`src/rtl/ps2_pkg.sv`:
```
// Shared PS/2 definitions: FSM states, frame constants and the odd-parity helper.
package ps2_pkg;

    typedef enum logic [2:0] {
        IDLE,
        INHIBIT,
        RTS,
        SHIFT,
        ACK
    } ps2_state_t;

    localparam int PS2_DATA_BITS = 8;
    localparam int PS2_STOP_IDX  = 9;
    localparam int PS2_MAX_RETRY = 2;

    // PS/2 uses odd parity: the parity bit makes the total count of ones odd.
    function automatic logic odd_parity(input logic [7:0] data);
        return ~^data;
    endfunction

endpackage

```
`src/rtl/ps2_edge_sync.sv`:
```
// Two-flop synchroniser for the PS/2 clock and data pads plus a falling-edge
// detector on the synchronised clock. Shared with the ps2_keyboard receiver.
module ps2_edge_sync (
    input  logic clk,
    input  logic rst,
    input  logic ps2_clk_in,
    input  logic ps2_data_in,
    output logic data_sync,
    output logic fall
);

    logic [1:0] raw;
    logic [1:0] sync_bits;
    logic       prev_clk_reg;

    assign raw = {ps2_data_in, ps2_clk_in};

    generate
        for (genvar gi = 0; gi < 2; gi++) begin : g_sync
            logic meta_reg;
            logic sync_reg;

            // Two-stage synchroniser; resets to the idle-high line level.
            always_ff @(posedge clk or posedge rst) begin
                if (rst) begin
                    meta_reg <= 1'b1;
                    sync_reg <= 1'b1;
                end else begin
                    meta_reg <= raw[gi];
                    sync_reg <= meta_reg;
                end
            end

            assign sync_bits[gi] = sync_reg;
        end
    endgenerate

    // Previous synchronised clock level for edge detection.
    always_ff @(posedge clk or posedge rst) begin
        if (rst) begin
            prev_clk_reg <= 1'b1;
        end else begin
            prev_clk_reg <= sync_bits[0];
        end
    end

    assign fall      = prev_clk_reg & ~sync_bits[0];
    assign data_sync = sync_bits[1];

endmodule

```
`src/rtl/ps2_host_tx.sv`:
```
// Host-to-device PS/2 transmitter: inhibit, request-to-send, then shifts one
// command byte out on device-generated clock falls and samples the ACK bit.
// Optional feature macro: PS2_TX_RETRY_EN (retry on NACK/timeout, up to
// PS2_MAX_RETRY extra attempts with the latched byte).
module ps2_host_tx
    import ps2_pkg::*;
#(
    parameter int INHIBIT_CYCLES = 5000,
    parameter int TIMEOUT_CYCLES = 1000000
) (
    input  logic       clk,
    input  logic       rst,
    input  logic       ps2_clk_in,
    input  logic       ps2_data_in,
    output logic       ps2_clk_oe,
    output logic       ps2_data_oe,
    input  logic [7:0] tx_data,
    input  logic       tx_valid,
    output logic       tx_ready,
    output logic       busy,
    output logic       tx_done,
    output logic       tx_ack_ok,
    output logic       tx_error
);

    localparam int INH_W = (INHIBIT_CYCLES > 1) ? $clog2(INHIBIT_CYCLES) : 1;
    localparam int TO_W  = (TIMEOUT_CYCLES > 1) ? $clog2(TIMEOUT_CYCLES) : 1;
    localparam logic [INH_W-1:0] INH_LAST = INH_W'(INHIBIT_CYCLES - 1);
    localparam logic [TO_W-1:0]  TO_LAST  = TO_W'(TIMEOUT_CYCLES - 1);

    ps2_state_t       state_reg, state_next;
    logic [INH_W-1:0] inh_cnt_reg, inh_cnt_next;
    logic [TO_W-1:0]  to_cnt_reg, to_cnt_next;
    logic [3:0]       idx_reg, idx_next;
    logic [7:0]       byte_reg, byte_next;
    logic             parity_reg, parity_next;
    logic             clk_oe_reg, clk_oe_next;
    logic             data_oe_reg, data_oe_next;
    logic             done_reg, done_next;
    logic             ack_ok_reg, ack_ok_next;
    logic             error_reg, error_next;
`ifdef PS2_TX_RETRY_EN
    logic [1:0]       retry_reg, retry_next;
`endif

    logic data_sync;
    logic fall;

    ps2_edge_sync u_sync (
        .clk         (clk),
        .rst         (rst),
        .ps2_clk_in  (ps2_clk_in),
        .ps2_data_in (ps2_data_in),
        .data_sync   (data_sync),
        .fall        (fall)
    );

    // State and registered outputs; reset releases both lines immediately.
    always_ff @(posedge clk or posedge rst) begin
        if (rst) begin
            state_reg   <= IDLE;
            inh_cnt_reg <= '0;
            to_cnt_reg  <= '0;
            idx_reg     <= '0;
            byte_reg    <= '0;
            parity_reg  <= 1'b0;
            clk_oe_reg  <= 1'b0;
            data_oe_reg <= 1'b0;
            done_reg    <= 1'b0;
            ack_ok_reg  <= 1'b0;
            error_reg   <= 1'b0;
        end else begin
            state_reg   <= state_next;
            inh_cnt_reg <= inh_cnt_next;
            to_cnt_reg  <= to_cnt_next;
            idx_reg     <= idx_next;
            byte_reg    <= byte_next;
            parity_reg  <= parity_next;
            clk_oe_reg  <= clk_oe_next;
            data_oe_reg <= data_oe_next;
            done_reg    <= done_next;
            ack_ok_reg  <= ack_ok_next;
            error_reg   <= error_next;
        end
    end

`ifdef PS2_TX_RETRY_EN
    // Attempts already retried for the current command byte.
    always_ff @(posedge clk or posedge rst) begin
        if (rst) begin
            retry_reg <= '0;
        end else begin
            retry_reg <= retry_next;
        end
    end
`endif

    // Next-state and next-output logic for the frame sequencer.
    always_comb begin
        state_next   = state_reg;
        inh_cnt_next = inh_cnt_reg;
        to_cnt_next  = to_cnt_reg;
        idx_next     = idx_reg;
        byte_next    = byte_reg;
        parity_next  = parity_reg;
        clk_oe_next  = clk_oe_reg;
        data_oe_next = data_oe_reg;
        done_next    = 1'b0;
        ack_ok_next  = ack_ok_reg;
        error_next   = 1'b0;
`ifdef PS2_TX_RETRY_EN
        retry_next   = retry_reg;
`endif

        case (state_reg)
            IDLE: begin
                clk_oe_next  = 1'b0;
                data_oe_next = 1'b0;
                if (tx_valid) begin
                    byte_next    = tx_data;
                    parity_next  = odd_parity(tx_data);
                    inh_cnt_next = '0;
                    ack_ok_next  = 1'b0;
                    clk_oe_next  = 1'b1;
                    state_next   = INHIBIT;
`ifdef PS2_TX_RETRY_EN
                    retry_next   = '0;
`endif
                end
            end

            INHIBIT: begin
                // Clock held low; device clock falls are invisible/ignored here.
                clk_oe_next  = 1'b1;
                data_oe_next = 1'b0;
                if (inh_cnt_reg == INH_LAST) begin
                    data_oe_next = 1'b1;
                    state_next   = RTS;
                end else begin
                    inh_cnt_next = inh_cnt_reg + INH_W'(1);
                end
            end

            RTS: begin
                // Data low is the start bit; release the clock to the device.
                clk_oe_next  = 1'b0;
                data_oe_next = 1'b1;
                idx_next     = '0;
                to_cnt_next  = '0;
                state_next   = SHIFT;
            end

            SHIFT, ACK: begin
                if (fall) begin
                    to_cnt_next = '0;
                    if (state_reg == SHIFT) begin
                        idx_next = idx_reg + 4'd1;
                        if (idx_reg < 4'(PS2_DATA_BITS)) begin
                            data_oe_next = ~byte_reg[idx_reg[2:0]];
                        end else if (idx_reg < 4'(PS2_STOP_IDX)) begin
                            data_oe_next = ~parity_reg;
                        end else begin
                            data_oe_next = 1'b0;
                            state_next   = ACK;
                        end
                    end else begin
`ifdef PS2_TX_RETRY_EN
                        if (data_sync && (retry_reg < 2'(PS2_MAX_RETRY))) begin
                            retry_next   = retry_reg + 2'd1;
                            inh_cnt_next = '0;
                            clk_oe_next  = 1'b1;
                            data_oe_next = 1'b0;
                            state_next   = INHIBIT;
                        end else
`endif
                        begin
                            done_next   = 1'b1;
                            ack_ok_next = ~data_sync;
                            state_next  = IDLE;
                        end
                    end
                end else if (to_cnt_reg == TO_LAST) begin
                    data_oe_next = 1'b0;
                    ack_ok_next  = 1'b0;
`ifdef PS2_TX_RETRY_EN
                    if (retry_reg < 2'(PS2_MAX_RETRY)) begin
                        retry_next   = retry_reg + 2'd1;
                        inh_cnt_next = '0;
                        clk_oe_next  = 1'b1;
                        state_next   = INHIBIT;
                    end else
`endif
                    begin
                        clk_oe_next = 1'b0;
                        error_next  = 1'b1;
                        state_next  = IDLE;
                    end
                end else begin
                    to_cnt_next = to_cnt_reg + TO_W'(1);
                end
            end

            default: begin
                clk_oe_next  = 1'b0;
                data_oe_next = 1'b0;
                state_next   = IDLE;
            end
        endcase
    end

    assign ps2_clk_oe  = clk_oe_reg;
    assign ps2_data_oe = data_oe_reg;
    assign tx_ready    = (state_reg == IDLE);
    assign busy        = (state_reg != IDLE);
    assign tx_done     = done_reg;
    assign tx_ack_ok   = ack_ok_reg;
    assign tx_error    = error_reg;

endmodule

```
`config.mk`:
```
export PLATFORM = sky130hd
export DESIGN_NAME = ps2_host_tx
export DESIGN_NICKNAME = d
export VERILOG_FILES = /design/src/rtl/ps2_pkg.sv /design/src/rtl/ps2_edge_sync.sv /design/src/rtl/ps2_host_tx.sv
export SDC_FILE = /design/constraint.sdc
export NUM_CORES = 1
export LEC_CHECK = 0
export ABC_AREA = 1
export CORE_MARGIN = 8
export CORE_UTILIZATION = 45
export DETAILED_ROUTE_END_ITERATION = 6
export PLACE_DENSITY = 0.67
export SYNTH_ARGS = -nofsm -noshare
export SYNTH_HDL_FRONTEND = slang
export SYNTH_SLANG_ARGS = --single-unit
```
`constraint.sdc`:
```
create_clock -name clk -period 2.4 [get_ports clk]
set_input_delay 0.48 -clock clk [delete_from_list [all_inputs] [get_ports clk]]
set_output_delay 0.48 -clock clk [all_outputs]
set_load 0.005 [all_outputs]
```
==> flow_summary.html, run 1 <==
<table>
<tr><th>Metric</th><th>Value</th></tr>
<tr><th colspan="2">Global route</th></tr>
<tr><td>Initial antenna violation count</td><td>0</td></tr>
<tr><td>Global-route wire length before repair</td><td>around 14000 microns</td></tr>
<tr><td>Total global-route track usage</td><td>approximately 15%</td></tr>
<tr><td>Remaining Overflow, GRT</td><td>0</td></tr>
<tr><td>Largest net degree at the start of global routing</td><td>26</td></tr>
<tr><td>Vias in the first global route</td><td>between 3k and 4k</td></tr>
<tr><th colspan="2">Detailed routing</th></tr>
<tr><td>Vias per std cell</td><td>between 5 and 6</td></tr>
<tr><td>Number of iterations in the first detailed-routing pass</td><td>5</td></tr>
<tr><td>Via total after detailed routing</td><td>3121</td></tr>
<tr><td>Number of DRC markers after the initial detailed-route iteration</td><td>90</td></tr>
<tr><td>Sum of routed wire length over all layers</td><td>a little under 8000 microns</td></tr>
<tr><td>Drt wl/cell</td><td>about 13 microns</td></tr>
<tr><td>Number of nets with antenna violations after detailed routing</td><td>0</td></tr>
<tr><td>Final routed DRC violation total</td><td>0</td></tr>
<tr><th colspan="2">CTS</th></tr>
<tr><td>Clock edge transition at the registers on the reported setup and hold paths</td><td>about 0.06 ns</td></tr>
<tr><td>Postcts setup bufs</td><td>0</td></tr>
<tr><td>TritonCTS clock tree</td><td>yes</td></tr>
<tr><td>Number of gates resized after cts</td><td>0</td></tr>
<tr><td>Clock Tree Root</td><td>clkbuf_8</td></tr>
<tr><td>Clk buf depth</td><td>2</td></tr>
<tr><td>Total number of clock tree sinks</td><td>59</td></tr>
<tr><td>H-Tree Depth</td><td>3</td></tr>
<tr><td>Number of CTS-inserted buffers</td><td>9</td></tr>
<tr><td>Clock latency at the later pin of the worst-skew pair</td><td>0.34 ns</td></tr>
<tr><td>Hold buffer count at CTS</td><td>0</td></tr>
<tr><th colspan="2">Setup path</th></tr>
<tr><td>Data required, critical path</td><td>about 1.9 ns</td></tr>
<tr><td>Crit path capture type</td><td>primary output</td></tr>
<tr><td>Endpoint of the most critical setup path</td><td>tx_ready</td></tr>
<tr><td>Max incr delay on CP</td><td>~0.53 ns</td></tr>
<tr><td>Critical Path AT</td><td>approximately 1.7 ns</td></tr>
<tr><td>Critical-path cell with the highest stage delay</td><td>clkdlybuf4s50_1</td></tr>
<tr><td>Startpoint of the worst register-to-register path</td><td>inh_cnt_reg[0]</td></tr>
<tr><td>Setup crit start</td><td>state_reg[0]</td></tr>
<tr><td>Cell breakdown of the critical path</td><td>nor2_1, nand2_1, inv_1, clkdlybuf4s50_1</td></tr>
<tr><td>Critical path class</td><td>register to primary output</td></tr>
<tr><td>Largest fanout of any net on the critical path</td><td>5</td></tr>
<tr><td>R2R depth</td><td>10</td></tr>
<tr><td>Setup slack of the most critical reg-to-reg path</td><td>around 0.53 ns</td></tr>
<tr><td>Kind of start point of the critical path</td><td>register</td></tr>
<tr><td>Capture instance of the worst register-to-register path</td><td>inh_cnt_reg[12]</td></tr>
<tr><th colspan="2">Layout</th></tr>
<tr><td>Non-Filler Instances</td><td>around 610</td></tr>
<tr><td>Fillcell total</td><td>750</td></tr>
<tr><td>Fraction of final layout cells with drive strength greater than 1</td><td>between 10% and 20%</td></tr>
<tr><td>Flip-flop count of the largest register after layout</td><td>20</td></tr>
<tr><td>Most frequent cells in the layout</td><td>140 x nand2_1, 63 x nor2_1, 54 x dfrtp_1</td></tr>
<tr><td>Synthesis-to-finish area growth</td><td>13.3%</td></tr>
<tr><td>Final Net Count</td><td>521</td></tr>
<tr><td>Final antenna diode count</td><td>0</td></tr>
<tr><td>Area occupied by registers</td><td>approximately 1500 sq um</td></tr>
<tr><td>Multi-input gate area</td><td>roughly 1700 sq um</td></tr>
<tr><td>Commonest non-fill, non-tap cell in the layout</td><td>nand2_1</td></tr>
<tr><th colspan="2">Place</th></tr>
<tr><td>Count of buffers from port buffering</td><td>19</td></tr>
<tr><td>Last weighted congestion value of the routability-driven placer</td><td>about 0.9</td></tr>
<tr><td>Placed instance count</td><td>roughly 600</td></tr>
<tr><td>Post-DP HPWL</td><td>just under 6000 microns</td></tr>
<tr><td>Pre-CTS worst setup slack</td><td>between 0.5 and 0.6 ns</td></tr>
<tr><th colspan="2">Synth</th></tr>
<tr><td>Compound-cell area share of the yosys netlist</td><td>between 8 and 9%</td></tr>
<tr><td>Dominant combinational cell family by area after synthesis</td><td>simple AND/OR/NAND/NOR gates</td></tr>
<tr><td>Most frequently used flop master after synthesis</td><td>dfrtp_1</td></tr>
<tr><td>Share of flip-flops with an asynchronous set or reset after synthesis</td><td>100%</td></tr>
<tr><td>Mapped Area</td><td>~3500 sq um</td></tr>
<tr><td>XOR/XNOR Fraction of Synth Area</td><td>under 10%</td></tr>
<tr><td>Cell variety after synth</td><td>35</td></tr>
<tr><td>Net count of the mapped netlist</td><td>slightly below 500</td></tr>
<tr><td>Synthesis Warnings</td><td>0</td></tr>
<tr><td>Mux cell area share after synthesis</td><td>0%</td></tr>
<tr><td>Mean instance size in the synthesized netlist</td><td>around 7.3 sq um</td></tr>
<tr><td>Synthesized-area fraction occupied by adder cells</td><td>1.43%</td></tr>
<tr><td>Total of flip-flops plus latches after synthesis</td><td>slightly below 60</td></tr>
<tr><td>Post-synthesis instance total</td><td>~480</td></tr>
<tr><td>Share of synthesized area occupied by flip-flops and latches</td><td>between 40% and 50%</td></tr>
<tr><td>Number of flops mapped to enable cells by yosys</td><td>0</td></tr>
<tr><td>Area fraction in and, or, nand and nor cells after synthesis</td><td>35.3%</td></tr>
<tr><th colspan="2">Floorplan</th></tr>
<tr><td>Die H</td><td>approximately 100 microns</td></tr>
<tr><td>Initial cell density of the core</td><td>45.9%</td></tr>
<tr><td>Top-Level Pins</td><td>20</td></tr>
<tr><td>Die area</td><td>roughly 11000 sq um</td></tr>
<tr><td>Core ar.</td><td>about 7600 sq um</td></tr>
<tr><td>Overall die width</td><td>104 microns</td></tr>
<tr><td># rows</td><td>32</td></tr>
<tr><th colspan="2">Flow run</th></tr>
<tr><td>Number of max-cap violations</td><td>0</td></tr>
<tr><th colspan="2">Power</th></tr>
<tr><td>Static Leakage</td><td>between 1.5 and 2 nW</td></tr>
<tr><td>VDD IR-drop max</td><td>about 0.68 mV</td></tr>
<tr><td>Total power per unit cell area</td><td>between 800 and 900 nW/um^2</td></tr>
<tr><td>PnR Total Power</td><td>approximately 3.3 mW</td></tr>
<tr><th colspan="2">Status</th></tr>
<tr><td>Outcome</td><td>finished, final reports clean</td></tr>
<tr><th colspan="2">Hold path</th></tr>
<tr><td>Type of the tightest min-delay check</td><td>register to register</td></tr>
<tr><td>Hold path depth</td><td>0</td></tr>
<tr><th colspan="2">Timing</th></tr>
<tr><td>Hold_ws</td><td>roughly 0.36 ns</td></tr>
<tr><td>Setup-failing EPs final</td><td>0</td></tr>
<tr><td>Setup repair after global routing missed its margin</td><td>no</td></tr>
<tr><td>Slew of the pin with the lowest slew margin</td><td>0.402 ns</td></tr>
<tr><td>Final setup TNS</td><td>0 ns</td></tr>
<tr><td>Fmax achieved</td><td>between 0.4 and 0.5 GHz</td></tr>
<tr><td>Final max-slew violation count</td><td>0</td></tr>
<tr><td>Shortest period the worst path allows</td><td>2.21 ns</td></tr>
<tr><td>Relative slew slack</td><td>roughly 73%</td></tr>
<tr><td>Max Clock Skew</td><td>around 0.010 ns</td></tr>
<tr><td>Final worst path period share</td><td>just over 90%</td></tr>
<tr><td>Setup slack of the critical path after layout</td><td>around 0.19 ns</td></tr>
<tr><td>Number of hold violations in the final report</td><td>0</td></tr>
</table>
per-layer routing:
metal	part of all wire [%]	vias up	wire length, microns	GRT usage [%]
met4	2.3	0	183	8.17
li1	-	1582	-	-
met3	4.2	16	327	3.66
met1	48	1457	3780	19.4
met2	45	66	3500	24.2
met5	0	-	0	0
critical path, delay by kind of cell, from the launching register on:
family | cells | cell delay, ns
DFF | 1 | 0.43
and+or+nand+nor | 2 | 0.26
buffers and inverters | 2 | 0.69
where the power goes:
part	total (mW)	switching (mW)	internal, mW
sequential	1.35	0.160	1.19
clock	0.790	0.390	0.400
combinational	1.15	0.762	0.390
how the worst min path moves through the flow:
| stage | start | endpoint | slack (ns) |
|---|---|---|---|
| final | u_sync.g_sync[1].meta_reg | u_sync.data_sync | 0.36 |
| after global routing | u_sync.g_sync[1].meta_reg | u_sync.data_sync | 0.36 |
| after CTS | u_sync.g_sync[1].meta_reg | u_sync.data_sync | 0.36 |
| after detailed placement | u_sync.g_sync[1].meta_reg | u_sync.data_sync | 0.35 |
| after global placement | u_sync.g_sync[1].meta_reg | u_sync.data_sync | 0.35 |
| after floorplan | u_sync.g_sync[1].meta_reg | u_sync.data_sync | 0.35 |
Yosys cell counts, drive strengths merged, types with 3 or more instances:
cell type  count  area, sq um
xnor2          6         52.6
o211ai         3         22.5
nand4         17          106
nor2          67          267
buf            8         66.3
xor2          11         96.3
ha             4         50.1
a21oi          4         20.0
nand3         41          223
dfrtp         54         1350
inv           59          226
nand2        146          573
o21ai         33          184
nor3           9         45.0
dfstp          5          131
area by class of cell:
class                   instances  area share [%]
multi-input cells             351            43.3
flip-flops and latches         59            37.5
repair buffers                 24            6.07
inverters                      59            5.72
clock buffers                  13            3.76
well taps                     102            3.23
clock inverters                 3           0.443
cells by family (layout without fill, tap and decap cells):
logic type      Yosys count  count (layout)
xor+xnor                 17              17
buf+inv                  68              99
simple gates            283             283
fa+ha+maj                 4               4
compound gates           47              47
flops                    59              59
through the flow:
stage                     area [sq um]  util, %
after detailed placement          3790     49.8
after global placement            3790     49.8
after global routing              3960     52.0
final                             3960     52.0
after floorplan                   3490        -
after CTS                         3960     52.0
No activity file was read; power rests on OpenSTA's default activity.
==> inputs of run 2 (changes only) <==
--- a/config.mk
+++ b/config.mk
@@ -6,10 +6,10 @@
 export NUM_CORES = 1
 export LEC_CHECK = 0
 export ABC_AREA = 1
-export CORE_MARGIN = 8
+export CORE_MARGIN = 2
 export CORE_UTILIZATION = 45
 export DETAILED_ROUTE_END_ITERATION = 6
-export PLACE_DENSITY = 0.67
+export PLACE_DENSITY = 0.74
 export SYNTH_ARGS = -nofsm -noshare
 export SYNTH_HDL_FRONTEND = slang
 export SYNTH_SLANG_ARGS = --single-unit
==> flow_summary.html, run 2 (synthesis gave the netlist of run 1 again) <==
<table>
<tr><th>Metric</th><th>Value</th></tr>
<tr><th colspan="2">Setup path</th></tr>
<tr><td>Crit path capture type</td><td>primary output</td></tr>
<tr><td>Max incr delay on CP</td><td>around 0.53 ns</td></tr>
<tr><td>Critical path class</td><td>register to primary output</td></tr>
<tr><td>R2R depth</td><td>8</td></tr>
<tr><td>Data required, critical path</td><td>1.92 ns</td></tr>
<tr><td>Cell breakdown of the critical path</td><td>nor2_1, nand2_1, inv_1, clkdlybuf4s50_1</td></tr>
<tr><td>Total number of cells along the worst setup path</td><td>4</td></tr>
<tr><td>Buf/Inv on CP</td><td>2</td></tr>
<tr><td>Family with the most delay on the worst path</td><td>buffers and inverters</td></tr>
<tr><td>Largest fanout of any net on the critical path</td><td>5</td></tr>
<tr><td>Critical Path AT</td><td>1.75 ns</td></tr>
<tr><td>Kind of start point of the critical path</td><td>register</td></tr>
<tr><td>Critical-path cell with the highest stage delay</td><td>clkdlybuf4s50_1</td></tr>
<tr><th colspan="2">Detailed routing</th></tr>
<tr><td>Drt wl/cell</td><td>between 10 and 15 microns</td></tr>
<tr><td>Vias per std cell</td><td>slightly above 5</td></tr>
<tr><td>Number of DRC markers after the initial detailed-route iteration</td><td>a little under 200</td></tr>
<tr><td>Via total after detailed routing</td><td>3118</td></tr>
<tr><td>Final routed DRC violation total</td><td>0</td></tr>
<tr><td>Sum of routed wire length over all layers</td><td>between 7000 and 8000 microns</td></tr>
<tr><td>Number of nets with antenna violations after detailed routing</td><td>0</td></tr>
<tr><td>Number of iterations in the first detailed-routing pass</td><td>4</td></tr>
<tr><th colspan="2">CTS</th></tr>
<tr><td>Clock Tree Root</td><td>clkbuf_8</td></tr>
<tr><td>Number of gates resized after cts</td><td>0</td></tr>
<tr><td>Hold buffer count at CTS</td><td>0</td></tr>
<tr><td>Clock edge transition at the registers on the reported setup and hold paths</td><td>0.07 ns</td></tr>
<tr><td>Clock latency at the later pin of the worst-skew pair</td><td>~0.34 ns</td></tr>
<tr><td>H-Tree Depth</td><td>3</td></tr>
<tr><td>Total number of clock tree sinks</td><td>59</td></tr>
<tr><td>Number of CTS-inserted buffers</td><td>9</td></tr>
<tr><td>Postcts setup bufs</td><td>0</td></tr>
<tr><td>Clk buf depth</td><td>2</td></tr>
<tr><td>TritonCTS clock tree</td><td>yes</td></tr>
<tr><th colspan="2">Floorplan</th></tr>
<tr><td># rows</td><td>32</td></tr>
<tr><td>Die area</td><td>roughly 8500 sq um</td></tr>
<tr><td>Core ar.</td><td>roughly 7600 sq um</td></tr>
<tr><td>Die H</td><td>about 92 microns</td></tr>
<tr><td>Overall die width</td><td>between 90 and 100 microns</td></tr>
<tr><td>Top-Level Pins</td><td>20</td></tr>
<tr><td>Initial cell density of the core</td><td>between 40 and 50%</td></tr>
<tr><th colspan="2">Place</th></tr>
<tr><td>Post-DP HPWL</td><td>5590 microns</td></tr>
<tr><td>Count of buffers from port buffering</td><td>19</td></tr>
<tr><td>Pre-CTS worst setup slack</td><td>roughly 0.53 ns</td></tr>
<tr><td>Last weighted congestion value of the routability-driven placer</td><td>between 0.9 and 1</td></tr>
<tr><th colspan="2">Power</th></tr>
<tr><td>Sequential share of power</td><td>approximately two fifths</td></tr>
<tr><td>Total power per unit cell area</td><td>a little under 900 nW/um^2</td></tr>
<tr><td>Static Leakage</td><td>1.84 nW</td></tr>
<tr><td>Clock network fraction of design power</td><td>~28%</td></tr>
<tr><td>Internal power component</td><td>2.14 mW</td></tr>
<tr><td>Switching share of power</td><td>a little under two fifths</td></tr>
<tr><td>VDD IR-drop max</td><td>0.665 mV</td></tr>
<tr><td>Switching component of the power</td><td>1.31 mW</td></tr>
<tr><td>Combinational share of power</td><td>between 30 and 40%</td></tr>
<tr><th colspan="2">Layout</th></tr>
<tr><td>Core occupancy in the finished layout</td><td>between 50% and 60%</td></tr>
<tr><td>Flip-flop count of the largest register after layout</td><td>20</td></tr>
<tr><td>Fillcell total</td><td>750</td></tr>
<tr><td>Most frequent cells in the layout</td><td>140 x nand2_1, 63 x nor2_1, 54 x dfrtp_1</td></tr>
<tr><td>Fraction of final layout cells with drive strength greater than 1</td><td>10.4%</td></tr>
<tr><td>Synthesis-to-finish area growth</td><td>14.4%</td></tr>
<tr><td>Final Net Count</td><td>between 500 and 600</td></tr>
<tr><td>Commonest non-fill, non-tap cell in the layout</td><td>nand2_1</td></tr>
<tr><td>Final antenna diode count</td><td>0</td></tr>
<tr><th colspan="2">Timing</th></tr>
<tr><td>Setup slack of the critical path after layout</td><td>~0.17 ns</td></tr>
<tr><td>Final max-slew violation count</td><td>0</td></tr>
<tr><td>Slew of the pin with the lowest slew margin</td><td>0.462 ns</td></tr>
<tr><td>Fmax achieved</td><td>approximately 0.45 GHz</td></tr>
<tr><td>Final worst path period share</td><td>between 90% and 100%</td></tr>
<tr><td>Setup-failing EPs final</td><td>0</td></tr>
<tr><td>Hold_ws</td><td>0.356 ns</td></tr>
<tr><td>Relative slew slack</td><td>~69%</td></tr>
<tr><td>Number of hold violations in the final report</td><td>0</td></tr>
<tr><td>Setup repair after global routing missed its margin</td><td>no</td></tr>
<tr><td>Max Clock Skew</td><td>between 0.008 and 0.009 ns</td></tr>
<tr><td>Final setup TNS</td><td>0 ns</td></tr>
<tr><td>Shortest period the worst path allows</td><td>around 2.2 ns</td></tr>
<tr><th colspan="2">Status</th></tr>
<tr><td>Outcome</td><td>finished, final reports clean</td></tr>
<tr><th colspan="2">Flow run</th></tr>
<tr><td>Number of max-cap violations</td><td>0</td></tr>
<tr><th colspan="2">Hold path</th></tr>
<tr><td>Hold path depth</td><td>0</td></tr>
<tr><td>Type of the tightest min-delay check</td><td>register to register</td></tr>
<tr><th colspan="2">Global route</th></tr>
<tr><td>Largest net degree at the start of global routing</td><td>42</td></tr>
<tr><td>Vias in the first global route</td><td>approximately 3.0k</td></tr>
<tr><td>Total global-route track usage</td><td>19.9%</td></tr>
<tr><td>Initial antenna violation count</td><td>0</td></tr>
<tr><td>Global-route wire length before repair</td><td>around 14000 microns</td></tr>
<tr><td>Remaining Overflow, GRT</td><td>0</td></tr>
</table>
[run 2: cell count changes in the layout (fill, tap and decap cells not counted), sizes merged]
cell	change
clkbuf	-1
bufinv	+1
buf	-1
[run 2: power groups by stage]
| stage | logic [mW] | registers, mW | clock network (mW) |
|---|---|---|---|
| global route | 1.31 | 1.38 | 1.03 |
| detailed placement | 1.13 | 1.37 | 0 |
| floorplan | 0.921 | 1.31 | 0 |
| finish | 1.14 | 1.35 | 0.968 |
| global placement | 1.11 | 1.36 | 0 |
| CTS | 1.14 | 1.35 | 0.983 |
[run 2: worst paths after layout]
kind	startpoint	endpoint	slack, ns
setup / recovery	state_reg[2]	tx_ready	0.17
hold / removal	u_sync.g_sync[0].meta_reg	u_sync.g_sync[0].sync_reg	0.36
setup reg to reg	to_cnt_reg[0]	to_cnt_reg[16]	0.49
hold reg to reg	u_sync.g_sync[0].meta_reg	u_sync.g_sync[0].sync_reg	0.36
max in group asynchronous	rst	u_sync.prev_clk_reg	1.32
min in group asynchronous	rst	to_cnt_reg[9]	0.47
[run 2: final cells by class]
type / count / area (sq um) / area share (%)
sequential: 59 / 1480 / 37.1
clock inverter: 4 / 47.5 / 1.19
timing repair buffer: 23 / 233 / 5.83
multi-input combinational: 351 / 1710 / 42.9
tap: 102 / 128 / 3.19
clock buffer: 12 / 165 / 4.13
inverter: 59 / 226 / 5.67
[run 2: metrics by stage]
| step | instance area, sq um | std cells | total power [mW] |
|---|---|---|---|
| after floorplan | 3490 | 478 | 2.23 |
| after global placement | 3780 | 594 | 2.47 |
| after detailed placement | 3780 | 594 | 2.50 |
| after CTS | 4000 | 610 | 3.47 |
| after global routing | 4000 | 610 | 3.72 |
| final | 4000 | 610 | 3.46 |
[run 2: layer usage]
metal | part of all wire, % | GRT usage, %
met1 | 48 | 27.3
met4 | 1.8 | 8.08
met5 | 0 | 0
met3 | 5.5 | 3.78
met2 | 45 | 31.2
==> inputs of run 3 (changes only) <==
--- a/config.mk
+++ b/config.mk
@@ -6,10 +6,13 @@
 export NUM_CORES = 1
 export LEC_CHECK = 0
 export ABC_AREA = 1
+export CELL_PAD_IN_SITES_DETAIL_PLACEMENT = 1
+export CELL_PAD_IN_SITES_GLOBAL_PLACEMENT = 1
 export CORE_MARGIN = 2
-export CORE_UTILIZATION = 45
+export CORE_UTILIZATION = 44
+export CTS_CLUSTER_SIZE = 25
 export DETAILED_ROUTE_END_ITERATION = 6
-export PLACE_DENSITY = 0.74
+export PLACE_DENSITY = 0.91
 export SYNTH_ARGS = -nofsm -noshare
 export SYNTH_HDL_FRONTEND = slang
 export SYNTH_SLANG_ARGS = --single-unit
==> flow_summary.html, run 3 (synthesis gave the netlist of run 1 again) <==
<table>
<tr><th>Metric</th><th>Value</th></tr>
<tr><th colspan="2">Setup path</th></tr>
<tr><td>Startpoint of the worst register-to-register path</td><td>to_cnt_reg[0]</td></tr>
<tr><td>Max incr delay on CP</td><td>~0.52 ns</td></tr>
<tr><td>Cell breakdown of the critical path</td><td>nor2_2, nand2_1, inv_1, clkdlybuf4s50_1</td></tr>
<tr><td>Buf/Inv on CP</td><td>2</td></tr>
<tr><td>Kind of start point of the critical path</td><td>register</td></tr>
<tr><td>Critical-path cell with the highest stage delay</td><td>clkdlybuf4s50_1</td></tr>
<tr><td>R2R depth</td><td>8</td></tr>
<tr><td>Family with the most delay on the worst path</td><td>buffers and inverters</td></tr>
<tr><td>Data required, critical path</td><td>1.92 ns</td></tr>
<tr><td>Critical Path AT</td><td>roughly 1.8 ns</td></tr>
<tr><td>Capture instance of the worst register-to-register path</td><td>to_cnt_reg[16]</td></tr>
<tr><td>Crit path capture type</td><td>primary output</td></tr>
<tr><td>Critical path class</td><td>register to primary output</td></tr>
<tr><td>Largest fanout of any net on the critical path</td><td>5</td></tr>
<tr><td>Setup slack of the most critical reg-to-reg path</td><td>around 0.42 ns</td></tr>
<tr><th colspan="2">Layout</th></tr>
<tr><td>Fillcell total</td><td>slightly below 1k</td></tr>
<tr><td>Final Net Count</td><td>520</td></tr>
<tr><td>Commonest non-fill, non-tap cell in the layout</td><td>nand2_1</td></tr>
<tr><td>Synthesis-to-finish area growth</td><td>13.1%</td></tr>
<tr><td>Area occupied by registers</td><td>about 1500 sq um</td></tr>
<tr><td>Multi-input gate area</td><td>around 1700 sq um</td></tr>
<tr><td>Core occupancy in the finished layout</td><td>between 50 and 60%</td></tr>
<tr><td>Most frequent cells in the layout</td><td>140 x nand2_1, 62 x nor2_1, 54 x dfrtp_1</td></tr>
<tr><td>Fraction of final layout cells with drive strength greater than 1</td><td>between 10% and 20%</td></tr>
<tr><td>Final antenna diode count</td><td>0</td></tr>
<tr><td>Post-Layout Inst Area</td><td>approximately 4000 sq um</td></tr>
<tr><td>Flip-flop count of the largest register after layout</td><td>20</td></tr>
<tr><th colspan="2">Timing</th></tr>
<tr><td>Setup repair after global routing missed its margin</td><td>no</td></tr>
<tr><td>Slew of the pin with the lowest slew margin</td><td>0.501 ns</td></tr>
<tr><td>Number of hold violations in the final report</td><td>0</td></tr>
<tr><td>Shortest period the worst path allows</td><td>~2.3 ns</td></tr>
<tr><td>Final setup TNS</td><td>0 ns</td></tr>
<tr><td>Max Clock Skew</td><td>0.00859 ns</td></tr>
<tr><td>Relative slew slack</td><td>66.6%</td></tr>
<tr><td>Final max-slew violation count</td><td>0</td></tr>
<tr><td>Final worst path period share</td><td>roughly 96%</td></tr>
<tr><td>Fmax achieved</td><td>about 0.43 GHz</td></tr>
<tr><td>Setup slack of the critical path after layout</td><td>0.0904 ns</td></tr>
<tr><td>Setup-failing EPs final</td><td>0</td></tr>
<tr><th colspan="2">CTS</th></tr>
<tr><td>H-Tree Depth</td><td>3</td></tr>
<tr><td>Clock Tree Root</td><td>clkbuf_8</td></tr>
<tr><td>TritonCTS clock tree</td><td>yes</td></tr>
<tr><td>Clock edge transition at the registers on the reported setup and hold paths</td><td>around 0.070 ns</td></tr>
<tr><td>Clk buf depth</td><td>2</td></tr>
<tr><td>Hold buffer count at CTS</td><td>0</td></tr>
<tr><td>Number of CTS-inserted buffers</td><td>9</td></tr>
<tr><td>Total number of clock tree sinks</td><td>between 50 and 60</td></tr>
<tr><td>Clock latency at the later pin of the worst-skew pair</td><td>between 0.3 and 0.4 ns</td></tr>
<tr><th colspan="2">Global route</th></tr>
<tr><td>Total global-route track usage</td><td>a little over a quarter</td></tr>
<tr><td>Largest net degree at the start of global routing</td><td>40</td></tr>
<tr><td>Initial antenna violation count</td><td>0</td></tr>
<tr><td>Vias in the first global route</td><td>around 3.7k</td></tr>
<tr><td>Remaining Overflow, GRT</td><td>0</td></tr>
<tr><td>Global-route wire length before repair</td><td>around 18000 microns</td></tr>
<tr><th colspan="2">Detailed routing</th></tr>
<tr><td>Number of iterations in the first detailed-routing pass</td><td>4</td></tr>
<tr><td>Vias per std cell</td><td>5.50</td></tr>
<tr><td>Drt wl/cell</td><td>17.5 microns</td></tr>
<tr><td>Final routed DRC violation total</td><td>0</td></tr>
<tr><td>Number of nets with antenna violations after detailed routing</td><td>0</td></tr>
<tr><td>Number of DRC markers after the initial detailed-route iteration</td><td>~180</td></tr>
<tr><td>Via total after detailed routing</td><td>~3.3k</td></tr>
<tr><td>Sum of routed wire length over all layers</td><td>roughly 11000 microns</td></tr>
<tr><th colspan="2">Hold path</th></tr>
<tr><td>Type of the tightest min-delay check</td><td>register to register</td></tr>
<tr><td>Launch instance of the worst min-delay path</td><td>u_sync.g_sync[1].meta_reg</td></tr>
<tr><td>Worst min-delay path endpoint</td><td>u_sync.data_sync</td></tr>
<tr><td>Hold path depth</td><td>0</td></tr>
<tr><th colspan="2">Floorplan</th></tr>
<tr><td>Die H</td><td>between 90 and 100 microns</td></tr>
<tr><td>Overall die width</td><td>just over 90 microns</td></tr>
<tr><td>Top-Level Pins</td><td>20</td></tr>
<tr><td>Die area</td><td>roughly 8700 sq um</td></tr>
<tr><td>Initial cell density of the core</td><td>between 40% and 50%</td></tr>
<tr><td>Core ar.</td><td>approximately 7700 sq um</td></tr>
<tr><td># rows</td><td>32</td></tr>
<tr><th colspan="2">Power</th></tr>
<tr><td>PnR Total Power</td><td>3.46 mW</td></tr>
<tr><td>VDD IR-drop max</td><td>0.599 mV</td></tr>
<tr><td>Total power per unit cell area</td><td>around 880 nW/um^2</td></tr>
<tr><td>Static Leakage</td><td>around 1.8 nW</td></tr>
<tr><th colspan="2">Place</th></tr>
<tr><td>Post-DP HPWL</td><td>roughly 7300 microns</td></tr>
<tr><td>Placed Area</td><td>~3800 sq um</td></tr>
<tr><td>Last weighted congestion value of the routability-driven placer</td><td>0.935</td></tr>
<tr><td>Count of buffers from port buffering</td><td>19</td></tr>
<tr><td>Pre-CTS worst setup slack</td><td>about 0.5 ns</td></tr>
<tr><th colspan="2">Status</th></tr>
<tr><td>Outcome</td><td>finished, final reports clean</td></tr>
<tr><th colspan="2">Flow run</th></tr>
<tr><td>Number of max-cap violations</td><td>0</td></tr>
</table>
==> run 3: cell count changes in the layout (fill, tap and decap cells not counted), sizes merged <==
| cell | delta |
|---|---|
| bufinv | -1 |
| clkbuf | -1 |
| clkinv | +1 |
| clkinvlp | -1 |
==> run 3: how the worst max path moves through the flow <==
| stage | slack, ns | startpoint | depth (start not counted) | endpoint |
|---|---|---|---|---|
| 2_1_floorplan | 0.47 | rst | 1 | byte_reg[0] |
| 3_3_place_gp | 0.60 | state_reg[2] | 4 | tx_ready |
| 3_5_place_dp | 0.50 | to_cnt_reg[0] | 8 | to_cnt_reg[16] |
| 4_1_cts | 0.08 | state_reg[2] | 4 | tx_ready |
| 5_1_grt | 0.02 | state_reg[2] | 4 | tx_ready |
| 6_report | 0.09 | state_reg[2] | 4 | tx_ready |
==> run 3: power breakdown <==
part / switching [mW] / internal, mW / leakage, nW / total, mW
logic: 0.864 / 0.397 / 0.951 / 1.26
registers: 0.187 / 1.19 / 0.781 / 1.37
clock network: 0.410 / 0.414 / 0.0908 / 0.824
total: 1.46 / 2.00 / 1.82 / 3.46
==> run 3: repair_timing <==
item	4_1_cts	5_1_grt
resized for setup	0	1
setup endpoints to repair	0	1
buffers inserted	0	0
==> run 3: metrics by stage <==
step                hold WS [ns]  cells
floorplan                  0.345    478
global placement           0.346    594
CTS                        0.358    608
global route               0.353    608
finish                     0.357    608
detailed placement         0.349    594
==> run 3: routing by layer <==
layer	wire length, microns	track usage [%]	vias up
met3	413	4.83	26
met5	0	0	-
li1	-	-	1577
met2	5360	46.1	81
met1	4640	33.8	1659
met4	231	10.0	0
==> run 3: worst reg2reg max path, cell delays in order, from the launching register on <==
cell     delay, ns
dfrtp_1       0.43
ha_1          0.29
nand3_1       0.21
nor2_1        0.17
nand3_1       0.11
nand2_2       0.11
nand3_4       0.20
inv_6         0.22
o21ai_0       0.11
==> run 3: cell type report <==
type / count / area share, %
Sequential cell: 59 / 37.5
Inverter: 59 / 5.73
Clock buffer: 11 / 3.83
Tap cell: 102 / 3.23
Clock inverter: 3 / 0.380
Timing Repair Buffer: 23 / 5.89
Multi-Input combinational cell: 351 / 43.4
